$ cat config.mk
export PLATFORM = sky130hd
export DESIGN_NAME = k005297_heatsim
export DESIGN_NICKNAME = d
export VERILOG_FILES = /design/src/rtl/k005297_pkg.sv /design/src/rtl/k005297_heatsim_prescaler.sv /design/src/rtl/k005297_heatsim.sv
export SDC_FILE = /design/constraint.sdc
export NUM_CORES = 1
export LEC_CHECK = 0
export CORE_ASPECT_RATIO = 1.25
export CORE_MARGIN = 4
export CORE_UTILIZATION = 55
export CTS_BUF_LIST = sky130_fd_sc_hd__clkbuf_4
export DETAILED_ROUTE_END_ITERATION = 16
export PLACE_DENSITY_LB_ADDON = 0.15
export RECOVER_POWER = 25
export SLEW_MARGIN = 15
export SYNTH_ARGS = -nofsm -noshare
export SYNTH_HDL_FRONTEND = slang
export SYNTH_SLANG_ARGS = --single-unit
$ cat constraint.sdc
create_clock -name i_MCLK -period 2.2 [get_ports i_MCLK]
set_input_delay 0.44 -clock i_MCLK [delete_from_list [all_inputs] [get_ports i_MCLK]]
set_output_delay 0.44 -clock i_MCLK [all_outputs]
set_load 0.02 [all_outputs]
$ cat src/rtl/k005297_pkg.sv
// Shared types and constants for the K005297 cassette emulation layer.
package k005297_pkg;

  // Thermistor sense state as seen by the controller.
  typedef enum logic {
    TS_COLD = 1'b0,
    TS_WARM = 1'b1
  } temp_sense_t;

  // Default thermal model constants.
  localparam int DEF_TEMP_W    = 8;
  localparam int DEF_PRESCALE  = 4;
  localparam int DEF_HEAT_STEP = 2;
  localparam int DEF_COOL_STEP = 1;
  localparam int DEF_T_HI      = 10;
  localparam int DEF_T_LO      = 6;

  // True when the thresholds are ordered and fit the accumulator width.
  function automatic bit thermal_params_ok(input int temp_w, input int t_lo,
                                           input int t_hi, input int prescale);
    int tmax;
    if (temp_w < 1 || temp_w > 30) return 1'b0;
    tmax = (1 << temp_w) - 1;
    return (prescale >= 1) && (t_lo >= 0) && (t_lo < t_hi) && (t_hi <= tmax);
  endfunction

endpackage

$ cat src/rtl/k005297_heatsim_prescaler.sv
// Enable-gated modulo counter. o_TICK_EN flags the enabled cycle on which the
// counter wraps; o_TICK is that event registered into a one-clock pulse.
module k005297_heatsim_prescaler #(
  parameter int MODULUS = 4
) (
  input  logic i_MCLK,
  input  logic i_RST,
  input  logic i_EN,
  output logic o_TICK_EN,
  output logic o_TICK
);

  localparam int CNT_W = (MODULUS > 1) ? $clog2(MODULUS) : 1;
  localparam logic [CNT_W-1:0] LAST = CNT_W'(MODULUS - 1);

  logic [CNT_W-1:0] cnt_q;
  logic             tick_q;

  assign o_TICK_EN = i_EN && (cnt_q == LAST);
  assign o_TICK    = tick_q;

  // Count enabled cycles, wrap at MODULUS-1; the pulse register runs every clock
  // so it drops after exactly one MCLK.
  always_ff @(posedge i_MCLK) begin
    if (i_RST) begin
      cnt_q  <= '0;
      tick_q <= 1'b0;
    end else begin
      tick_q <= o_TICK_EN;
      if (i_EN) begin
        cnt_q <= o_TICK_EN ? '0 : cnt_q + 1'b1;
      end
    end
  end

endmodule

$ cat src/rtl/k005297_heatsim.sv
// Behavioural heater/thermistor model for the bubble cassette. Integrates the
// controller's heater drive into a saturating temperature and reports a
// hysteretic "temperature low" sense line back to the controller.
module k005297_heatsim
  import k005297_pkg::*;
#(
  parameter int TEMP_W    = DEF_TEMP_W,
  parameter int PRESCALE  = DEF_PRESCALE,
  parameter int HEAT_STEP = DEF_HEAT_STEP,
  parameter int COOL_STEP = DEF_COOL_STEP,
  parameter int T_HI      = DEF_T_HI,
  parameter int T_LO      = DEF_T_LO
) (
  input  logic              i_MCLK,
  input  logic              i_RST,
  input  logic              i_CLK4M_PCEN_n,
  input  logic              i_HEATEN_n,
  input  logic              i_FORCE_COLD,
  output logic              o_TEMPLO_n,
  output logic [TEMP_W-1:0] o_TEMP,
  output logic              o_TICK
);

  if (!thermal_params_ok(TEMP_W, T_LO, T_HI, PRESCALE)) begin : g_bad_params
    $error("k005297_heatsim: need T_LO < T_HI <= 2^TEMP_W-1 and PRESCALE >= 1");
  end

  localparam logic [TEMP_W-1:0] TEMP_MAX = '1;
  localparam logic [TEMP_W:0]   HEAT_INC = (TEMP_W + 1)'(HEAT_STEP);
  localparam logic [TEMP_W-1:0] COOL_DEC = TEMP_W'(COOL_STEP);
  localparam logic [TEMP_W-1:0] T_HI_V   = TEMP_W'(T_HI);
  localparam logic [TEMP_W-1:0] T_LO_V   = TEMP_W'(T_LO);

  logic              en;
  logic              tick_en;
  logic [1:0]        sync_q;
  logic              heat_on;
  logic [TEMP_W-1:0] temp_q;
  logic [TEMP_W-1:0] temp_d;
  logic [TEMP_W:0]   heat_sum;
  temp_sense_t       state_q;
  temp_sense_t       state_d;
  logic              templo_n_q;

  assign en      = ~i_CLK4M_PCEN_n;
  assign heat_on = ~sync_q[1];

  k005297_heatsim_prescaler #(
    .MODULUS (PRESCALE)
  ) u_prescaler (
    .i_MCLK    (i_MCLK),
    .i_RST     (i_RST),
    .i_EN      (en),
    .o_TICK_EN (tick_en),
    .o_TICK    (o_TICK)
  );

  // Two-stage synchroniser for the heater drive; resets to "heater off".
  always_ff @(posedge i_MCLK) begin
    if (i_RST) begin
      sync_q <= 2'b11;
    end else if (en) begin
      sync_q <= {sync_q[0], i_HEATEN_n};
    end
  end

  // Next temperature: saturating heat/cool on a tick, force-cold wins over both.
  always_comb begin
    heat_sum = {1'b0, temp_q} + HEAT_INC;
    temp_d   = temp_q;
    if (tick_en) begin
      if (heat_on) begin
        temp_d = heat_sum[TEMP_W] ? TEMP_MAX : heat_sum[TEMP_W-1:0];
      end else begin
        temp_d = (temp_q < COOL_DEC) ? '0 : temp_q - COOL_DEC;
      end
    end
    if (en && i_FORCE_COLD) begin
      temp_d = '0;
    end
  end

  // Temperature accumulator.
  always_ff @(posedge i_MCLK) begin
    if (i_RST) begin
      temp_q <= '0;
    end else begin
      temp_q <= temp_d;
    end
  end

  // Sense FSM state register.
  always_ff @(posedge i_MCLK) begin
    if (i_RST) begin
      state_q <= TS_COLD;
    end else begin
      state_q <= state_d;
    end
  end

  // Sense FSM next state: hysteresis band T_LO..T_HI-1 holds the current state.
  always_comb begin
    state_d = state_q;
    if (en) begin
      case (state_q)
        TS_COLD: if (temp_q >= T_HI_V) state_d = TS_WARM;
        TS_WARM: if (temp_q <  T_LO_V) state_d = TS_COLD;
        default: state_d = TS_COLD;
      endcase
    end
  end

  // Registered sense output, low while the cassette is cold.
  always_ff @(posedge i_MCLK) begin
    if (i_RST) begin
      templo_n_q <= 1'b0;
    end else begin
      templo_n_q <= (state_d == TS_WARM);
    end
  end

  assign o_TEMPLO_n = templo_n_q;
  assign o_TEMP     = temp_q;

endmodule

==> results.yml, run 1 <==
clock_tree:
  hold_buffers: 0
  clock-root-buffer: "clkbuf_4"
  h-tree-depth: 1
  post-cts-setup-buffer-count: 0
  numCtsBuffers: 3
  clockBufferDepth: 2
  cts_resized: 0
  clk_pin_slew_worst_paths_ns: 0.09
  cts_tree: "done"
  insertion_delay_ns: 0.29
  clock-sinks: 14
drt:
  drtIter0Drc: 32
  first_pass_iters: 4
  routedWlPerCell_um: 16.1
  ant_nets: 0
  drc_errors: 0
  wl_um: 2520
  vias_per_cell: 6.56
  vias: 1030
setup_path:
  arrival_ns: 2.20
  r2r_start: "o_TEMP[1]$_SDFFE_PP0P_"
  startpoint_type: "primary input"
  slowest_stage: "clkdlybuf4s50_1"
  startpoint: "i_CLK4M_PCEN_n"
  crit_chain: "clkdlybuf4s50_1 -> clkbuf_1 -> nand2b_1 -> nor3_1 -> a2111oi_0"
  critical_path_class: "primary input to flop"
  cp-end-kind: "flop"
  cp_max_fo: 14
  crit_required_ns: 2.37
  max_stage_delay_ns: 0.48
timing:
  slew_headroom_pct: 64.5
  max_freq_mhz: 494
  hold_violations: 0
  period_share_pct: 92.0
  hold_slack_ns: 0.479
  clock_skew_ns: 0.00724
  setup_viol: 0
  slew_viol_final: 0
  fin_crit_ns: 2.02
  rsz0062_at_grt: "false"
  fin_setup_tns_ns: 0
  worstMarginPinSlew_ns: 0.532
floorplan:
  core_um2: 1770
  die_area_um2: 2620
  io_pins: 15
  die_x_um: 46.6
  rows: 17
  initial_core_util_pct: 57.9
  die_h_um: 56.2
pwr:
  ir_drop_mv: 0.314
  p_leak_nw: 0.472
  power_density_nw_per_um2: 408
cells_and_area:
  nFillCells: 160
  antennaDiodeCount: 0
  final_area_um2: 1190
  postLayoutCoreUtil_pct: 67.7
  area_growth_pct: 16.9
  nNetsFinal: 151
  layout.cells.non_filler: 157
  drive_gt1_share_pct: 11.6
synth:
  ys_ff_latch: 14
  yosysSeqAreaShare_pct: 27.4
  synth_area_per_cell_um2: 8.31
  synth_warnings: 0
  synthArstFlopShare_pct: 0
  netlist_instances: 123
  synthesis.nets: 134
  synth_area_um2: 1020
  yosys.cell_types.count: 51
  synth_ff_type: "dfxtp_1"
  synth_edf_count: 0
grt:
  grt_start_max_net_pins: 16
  antenna_found_initial: 0
  grtUsageTotal_pct: 21.8
  grt_pass1_wl_um: 4280
  globalRouteOverflowTotal: 0
  grt_pass1_vias: 916
placement:
  place_inst: 154
  port_buffers: 14
  hpwl_um: 1880
  place_area_um2: 1180
  gp_congestion: 0.893
hold_path:
  hold_path.class: "flop to flop"
  min_from: "sync_q[0]$_SDFFE_PP1N_"
run:
  cap_violations: 0
run_status:
  status: "finished clean"
[power by group]
part | internal, mW | leakage, nW | total, mW | switching (mW)
combinational | 0.0307 | 0.344 | 0.0628 | 0.0321
clock | 0.0637 | 0.0138 | 0.156 | 0.0926
sequential | 0.259 | 0.114 | 0.268 | 0.00891
total | 0.354 | 0.472 | 0.487 | 0.134
[flip-flops by register name, summed over array words and instances (netlist names)]
| signal | cells |
|---|---|
| o_TEMP | 8 |
| sync_q | 2 |
| u_prescaler.cnt_q | 2 |
| o_TEMPLO_n | 1 |
| u_prescaler.o_TICK | 1 |
[critical path: cells and delay by family]
| kind | cells | cell delay, ns |
|---|---|---|
| AND/OR/NAND/NOR | 2 | 0.46 |
| AO/OA/AOI/OAI | 1 | 0.38 |
| buffers and inverters | 2 | 0.91 |
[per-stage QoR]
stage               worst slack (ns)  total power [mW]
global route                  0.0751             0.509
CTS                            0.216             0.486
global placement               0.231             0.334
floorplan                      0.366             0.315
finish                         0.176             0.487
detailed placement             0.159             0.337
[area by class of cell]
class / count / area, µm² / area share, %
well taps: 19 / 23.8 / 1.99
repair buffers: 19 / 174 / 14.6
clock buffers: 3 / 22.5 / 1.88
multi-input cells: 92 / 657 / 55.0
inverters: 10 / 37.5 / 3.14
flip-flops and latches: 14 / 280 / 23.5
[cell families (layout without fill, tap and decap cells)]
family / Yosys count / count (layout) / share of synthesized area (%)
buf+inv: 17 / 32 / 8.32
fa+ha+maj: 6 / 6 / 7.34
flops: 14 / 14 / 27.4
simple gates: 43 / 43 / 24.2
xor+xnor: 2 / 2 / 1.71
compound gates: 38 / 38 / 28.0
mux: 3 / 3 / 2.94
[path summary, 6_finish.rpt]
path | endpoint | slack [ns] | cells after the start
worst max-delay path | o_TEMP[3]$_SDFFE_PP0P_ | 0.18 | 5
worst min-delay path | sync_q[0]$_SDFFE_PP1N_ | 0.48 | 1
worst max register to register | o_TEMP[5]$_SDFFE_PP0P_ | 0.29 | 6
worst min register to register | sync_q[0]$_SDFFE_PP1N_ | 0.48 | 1
[cells in the final DEF (no fill, tap or decap), types with 2 or more instances in the layout]
cell type and instances:
dfxtp_1 14, nor2_1 6, o32ai_1 4, o21ai_0 4, nand2_1 7, and3_1 2, nand2b_1 2, a2111oi_0 2
clkdlybuf4s50_1 14, nand3_1 6, a211o_2 2, ha_1 6, a31oi_1 2, nand4_1 2, clkbuf_4 3, a21oi_1 7
nor2b_1 2, buf_4 4, inv_1 9, a211oi_1 3, mux2i_1 3, nor3_1 6
[cell usage after synthesis, types with 2 or more instances]
library cell   n  area share (%)
a211o_2        2             2.0
nor2b_1        2             1.2
inv_1          9             3.3
mux2i_1        3             2.9
nand2_1        7             2.6
nor2_1         6             2.2
a211oi_1       3             2.2
nand3_1        6             2.9
and3_1         2             1.2
nand2b_1       2             1.2
o32ai_1        4             3.4
buf_6          2             2.2
nor3_1         6             2.9
ha_1           6             7.3
nand4_1        2             1.2
a31oi_1        2             1.2
a2111oi_0      2             1.7
dfxtp_1       14              27
o21ai_0        4             2.0
a21oi_1        7             3.4
clkbuf_1       2            0.73
[layer usage]
layer  up-vias  wire, µm  track usage (%)
li1        492         -                -
met1       484      1080             30.9
met2        42      1230             30.3
met3        12       137             4.21
met4         0        77             10.6
met5         -         0                0
Power figures use the tool's default switching activity.
==> run 2: changes to the inputs <==
- CORE_MARGIN: 4 -> 1
==> results.yml, run 2 (same netlist as run 1, synthesis figures left out) <==
cells_and_area:
  antennaDiodeCount: 0
  largest_reg_flops: 8
  nNetsFinal: 151
  drive_gt1_share_pct: 11.5
  postLayoutCoreUtil_pct: 67.9
  area_growth_pct: 17.3
  final_cell_mix: "14 x clkdlybuf4s50_1, 14 x dfxtp_1, 9 x inv_1"
floorplan:
  core_um2: 1770
  die_h_um: 50.2
  io_pins: 15
  die_x_um: 40.6
  die_area_um2: 2040
  rows: 17
  initial_core_util_pct: 57.9
clock_tree:
  clockBufferDepth: 2
  clock-sinks: 14
  h-tree-depth: 1
  numCtsBuffers: 3
  insertion_delay_ns: 0.29
  cts_tree: "done"
  clk_pin_slew_worst_paths_ns: 0.09
  cts_resized: 0
  hold_buffers: 0
  clock-root-buffer: "clkbuf_4"
  post-cts-setup-buffer-count: 0
setup_path:
  critical_path_class: "flop to primary output"
  cp.depth: 1
  r2r_cells: 6
  cp.buffers_inverters: 1
  crit_required_ns: 1.76
  crit_chain: "clkdlybuf4s50_1"
  max_stage_delay_ns: 0.68
  cp_max_fo: 13
  arrival_ns: 1.53
  startpoint_type: "flop"
  cp-end-kind: "primary output"
  path_delay_family: "buffers and inverters"
  slowest_stage: "clkdlybuf4s50_1"
run:
  cap_violations: 0
pwr:
  p_int_mw: 0.356
  power.share.clock_pct: 31.7
  switching_share_pct: 26.2
  pwr-share-comb_pct: 12.9
  p_leak_nw: 0.473
  p_sw_mw: 0.127
  power.total_mw: 0.483
  power_density_nw_per_um2: 403
  ir_drop_mv: 0.336
  seq_power_share_pct: 55.5
drt:
  ant_nets: 0
  routedWlPerCell_um: 15.3
  vias: 1022
  drtIter0Drc: 31
  wl_um: 2420
  first_pass_iters: 4
  drc_errors: 0
  vias_per_cell: 6.47
grt:
  grt_pass1_wl_um: 4020
  grtUsageTotal_pct: 27.7
  antenna_found_initial: 0
  globalRouteOverflowTotal: 0
  grt_pass1_vias: 897
  grt_start_max_net_pins: 16
timing:
  hold_slack_ns: 0.471
  fin_setup_tns_ns: 0
  setup_viol: 0
  slew_headroom_pct: 66.1
  period_share_pct: 89.6
  worstMarginPinSlew_ns: 0.508
  clock_skew_ns: 0.00718
  setup_ws_ns: 0.229
  slew_viol_final: 0
  max_freq_mhz: 507
  rsz0062_at_grt: "false"
  hold_violations: 0
  fin_crit_ns: 1.97
hold_path:
  hold_depth: 1
  hold_path.class: "flop to flop"
placement:
  hpwl_um: 1840
  post-place-ws_ns: 0.160
  gp_congestion: 0.939
  port_buffers: 14
run_status:
  status: "finished clean"
-- run 2: area by class of cell --
| cell class | count | area, µm² |
|---|---|---|
| multi-input cells | 92 | 657 |
| fillers | 156 | 567 |
| flip-flops and latches | 14 | 280 |
| repair buffers | 19 | 174 |
| inverters | 10 | 37.5 |
| well taps | 19 | 23.8 |
| clock buffers | 3 | 22.5 |
| clock inverters | 1 | 3.75 |
-- run 2: through the flow --
step / area, µm² / cells
after floorplan: 1020 / 123
after global placement: 1180 / 154
after detailed placement: 1180 / 154
after CTS: 1200 / 158
after global routing: 1200 / 158
final: 1200 / 158
-- run 2: layer usage --
metal | vias to the layer above | share of wire, % | track usage [%]
li1 | 499 | - | -
met1 | 490 | 43 | 35.5
met2 | 28 | 51 | 45.0
met3 | 5 | 4.0 | 3.98
met4 | 0 | 1.2 | 10.0
met5 | - | 0 | 0
-- run 2: worst paths after layout --
check / from / end / slack [ns]
max: o_TEMP[4]$_SDFFE_PP0P_ / o_TEMP[4] / 0.23
min: sync_q[0]$_SDFFE_PP1N_ / sync_q[0]$_SDFFE_PP1N_ / 0.47
max reg2reg: o_TEMP[1]$_SDFFE_PP0P_ / o_TEMP[5]$_SDFFE_PP0P_ / 0.29
min reg2reg: sync_q[0]$_SDFFE_PP1N_ / sync_q[0]$_SDFFE_PP1N_ / 0.47
-- run 2: power by group through the flow --
| stage | Clock (mW) | Sequential (mW) | Combinational (mW) |
|---|---|---|---|
| final | 0.153 | 0.268 | 0.0621 |
| after global routing | 0.168 | 0.269 | 0.0689 |
| after CTS | 0.154 | 0.268 | 0.0629 |
| after detailed placement | 0 | 0.274 | 0.0626 |
| after global placement | 0 | 0.273 | 0.0611 |
| after floorplan | 0 | 0.270 | 0.0448 |
==> RTL edit, RTL diff (flow settings as in run 2) <==
Change the package constant `DEF_TEMP_W` from 8 to 12.
--- a/src/rtl/k005297_pkg.sv
+++ b/src/rtl/k005297_pkg.sv
@@ -9,5 +9,5 @@
 
   // Default thermal model constants.
-  localparam int DEF_TEMP_W    = 8;
+  localparam int DEF_TEMP_W    = 12;
   localparam int DEF_PRESCALE  = 4;
   localparam int DEF_HEAT_STEP = 2;
Interface: changed (resized o_TEMP); port bits go from 15 to 19. The function was not compared with the original's and may differ.
==> RTL edit against run 2 <==
Global-route usage rose by 6.1 points; die area is 36% higher; via count is 55% higher; sequential cell count grew 4; register-to-register slack worse by 0.23 ns; combinational power grew 47%; synthesized area grew 37%; cell area grew 40%; setup slack got worse by 0.17 ns; power is 27% higher; wire length rose by 74%; critical path type is now reg2reg; critical endpoint is now o_TEMP[2]; largest power group unchanged.
==> RTL edit: results (changes against run 2) <==
| Metric | Value |
|---|---|
| Status | `finished clean` |
| Met3 Use GR | `0.0491 (+0.00926)` |
| Seq/Total Area, Yosys | `0.256 (-0.0177)` |
| Layout Cells excl Fill | `235 (+49%)` |
| Top cells by area, synth | `dfxtp_1 (26%), ha_1 (5.3%), o21ai_0 (4.3%), a21oi_1 (3.9%), nor2_1 (3.7%)` |
| First-pass GRT wire length | `6.70 mm (+67%)` |
| Worst hold path depth | `2 (+1)` |
| Yosys cell types | `52 (+2.0%)` |
| Multi-input gates | `141 (+53%)` |
| Signal buffers | `32 (+13)` |
| Fraction of layout cells with a size suffix above 1 | `0.104 (-0.0111)` |
| Iteration-0 DRC Markers | `117 (+280%)` |
| Final Net Count | `214 (+42%)` |
| Fillers | `210 (+35%)` |
| GRT met1 Usage | `0.436 (+0.0817)` |
| Reg2Reg Setup Slack | `0.06 ns (-0.23 ns)` |
| Measured slew at the worst slew-check pin | `0.512 ns (+0.00355 ns)` |
| Largest net degree at the start of global routing | `15 (-1)` |
| Via density | `6.72 (+3.9%)` |
| Synth Net Count | `195 (+46%)` |
| GRT met2 Usage | `0.534 (+0.0840)` |
| R2R Path Start | `o_TEMP[0]` |
| Post-detail-place hpwl | `3.06 mm (+66%)` |
| Layout Skew | `0.00227 ns (-0.00491 ns)` |
| Fraction of area in registers | `0.215 (-0.0187)` |
| WL/cell | `17.9 µm (+17%)` |
==> RTL edit: worst max path at each step <==
stage,slack [ns],start,cells past startpoint,to
after global placement,0.13,i_CLK4M_PCEN_n,6,o_TEMP[8]
after detailed placement,0.1,i_CLK4M_PCEN_n,5,o_TEMP[7]
after CTS,0.10,o_TEMP[0],6,o_TEMP[2]
final,0.06,o_TEMP[0],6,o_TEMP[2]
after floorplan,0.04,o_TEMP[1],7,o_TEMP[2]
after global routing,0.02,o_TEMP[1],6,o_TEMP[2]
==> RTL edit: power groups by stage <==
| stage | logic (µW) | registers [µW] | clock network, µW |
|---|---|---|---|
| final | 91.1 | 342 | 179 |
| after global placement | 88.1 | 348 | 0 |
| after floorplan | 55.4 | 347 | 0 |
| after CTS | 90.4 | 341 | 180 |
| after detailed placement | 89.8 | 349 | 0 |
| after global routing | 97.5 | 343 | 198 |
==> RTL edit: kinds of logic after synthesis <==
| group | after synthesis | share of synthesized area |
|---|---|---|
| AOI/OAI and AO/OA | 63 | 0.334 |
| adders and majority gates | 6 | 0.0534 |
| buffers and inverters | 25 | 0.0721 |
| DFF | 18 | 0.256 |
| muxes | 1 | 0.00712 |
| and+or+nand+nor | 71 | 0.277 |
==> RTL edit: stage by stage <==
stage	worst slack (ns)	instance area (µm²)	hold slack, ns
3_5_place_dp	0.0959	1660	0.449
2_1_floorplan	0.0384	1410	0.468
4_1_cts	0.101	1680	0.468
5_1_grt	0.0227	1680	0.488
6_report	0.0636	1680	0.457
3_3_place_gp	0.131	1660	0.444
==> RTL edit: worst max-delay path: stages (launching register included) <==
cell      delay [ns]
dfxtp_1         0.38
inv_1           0.10
ha_1            0.23
or4b_1          0.50
or3_4           0.44
a311oi_2        0.29
nor3_1          0.08
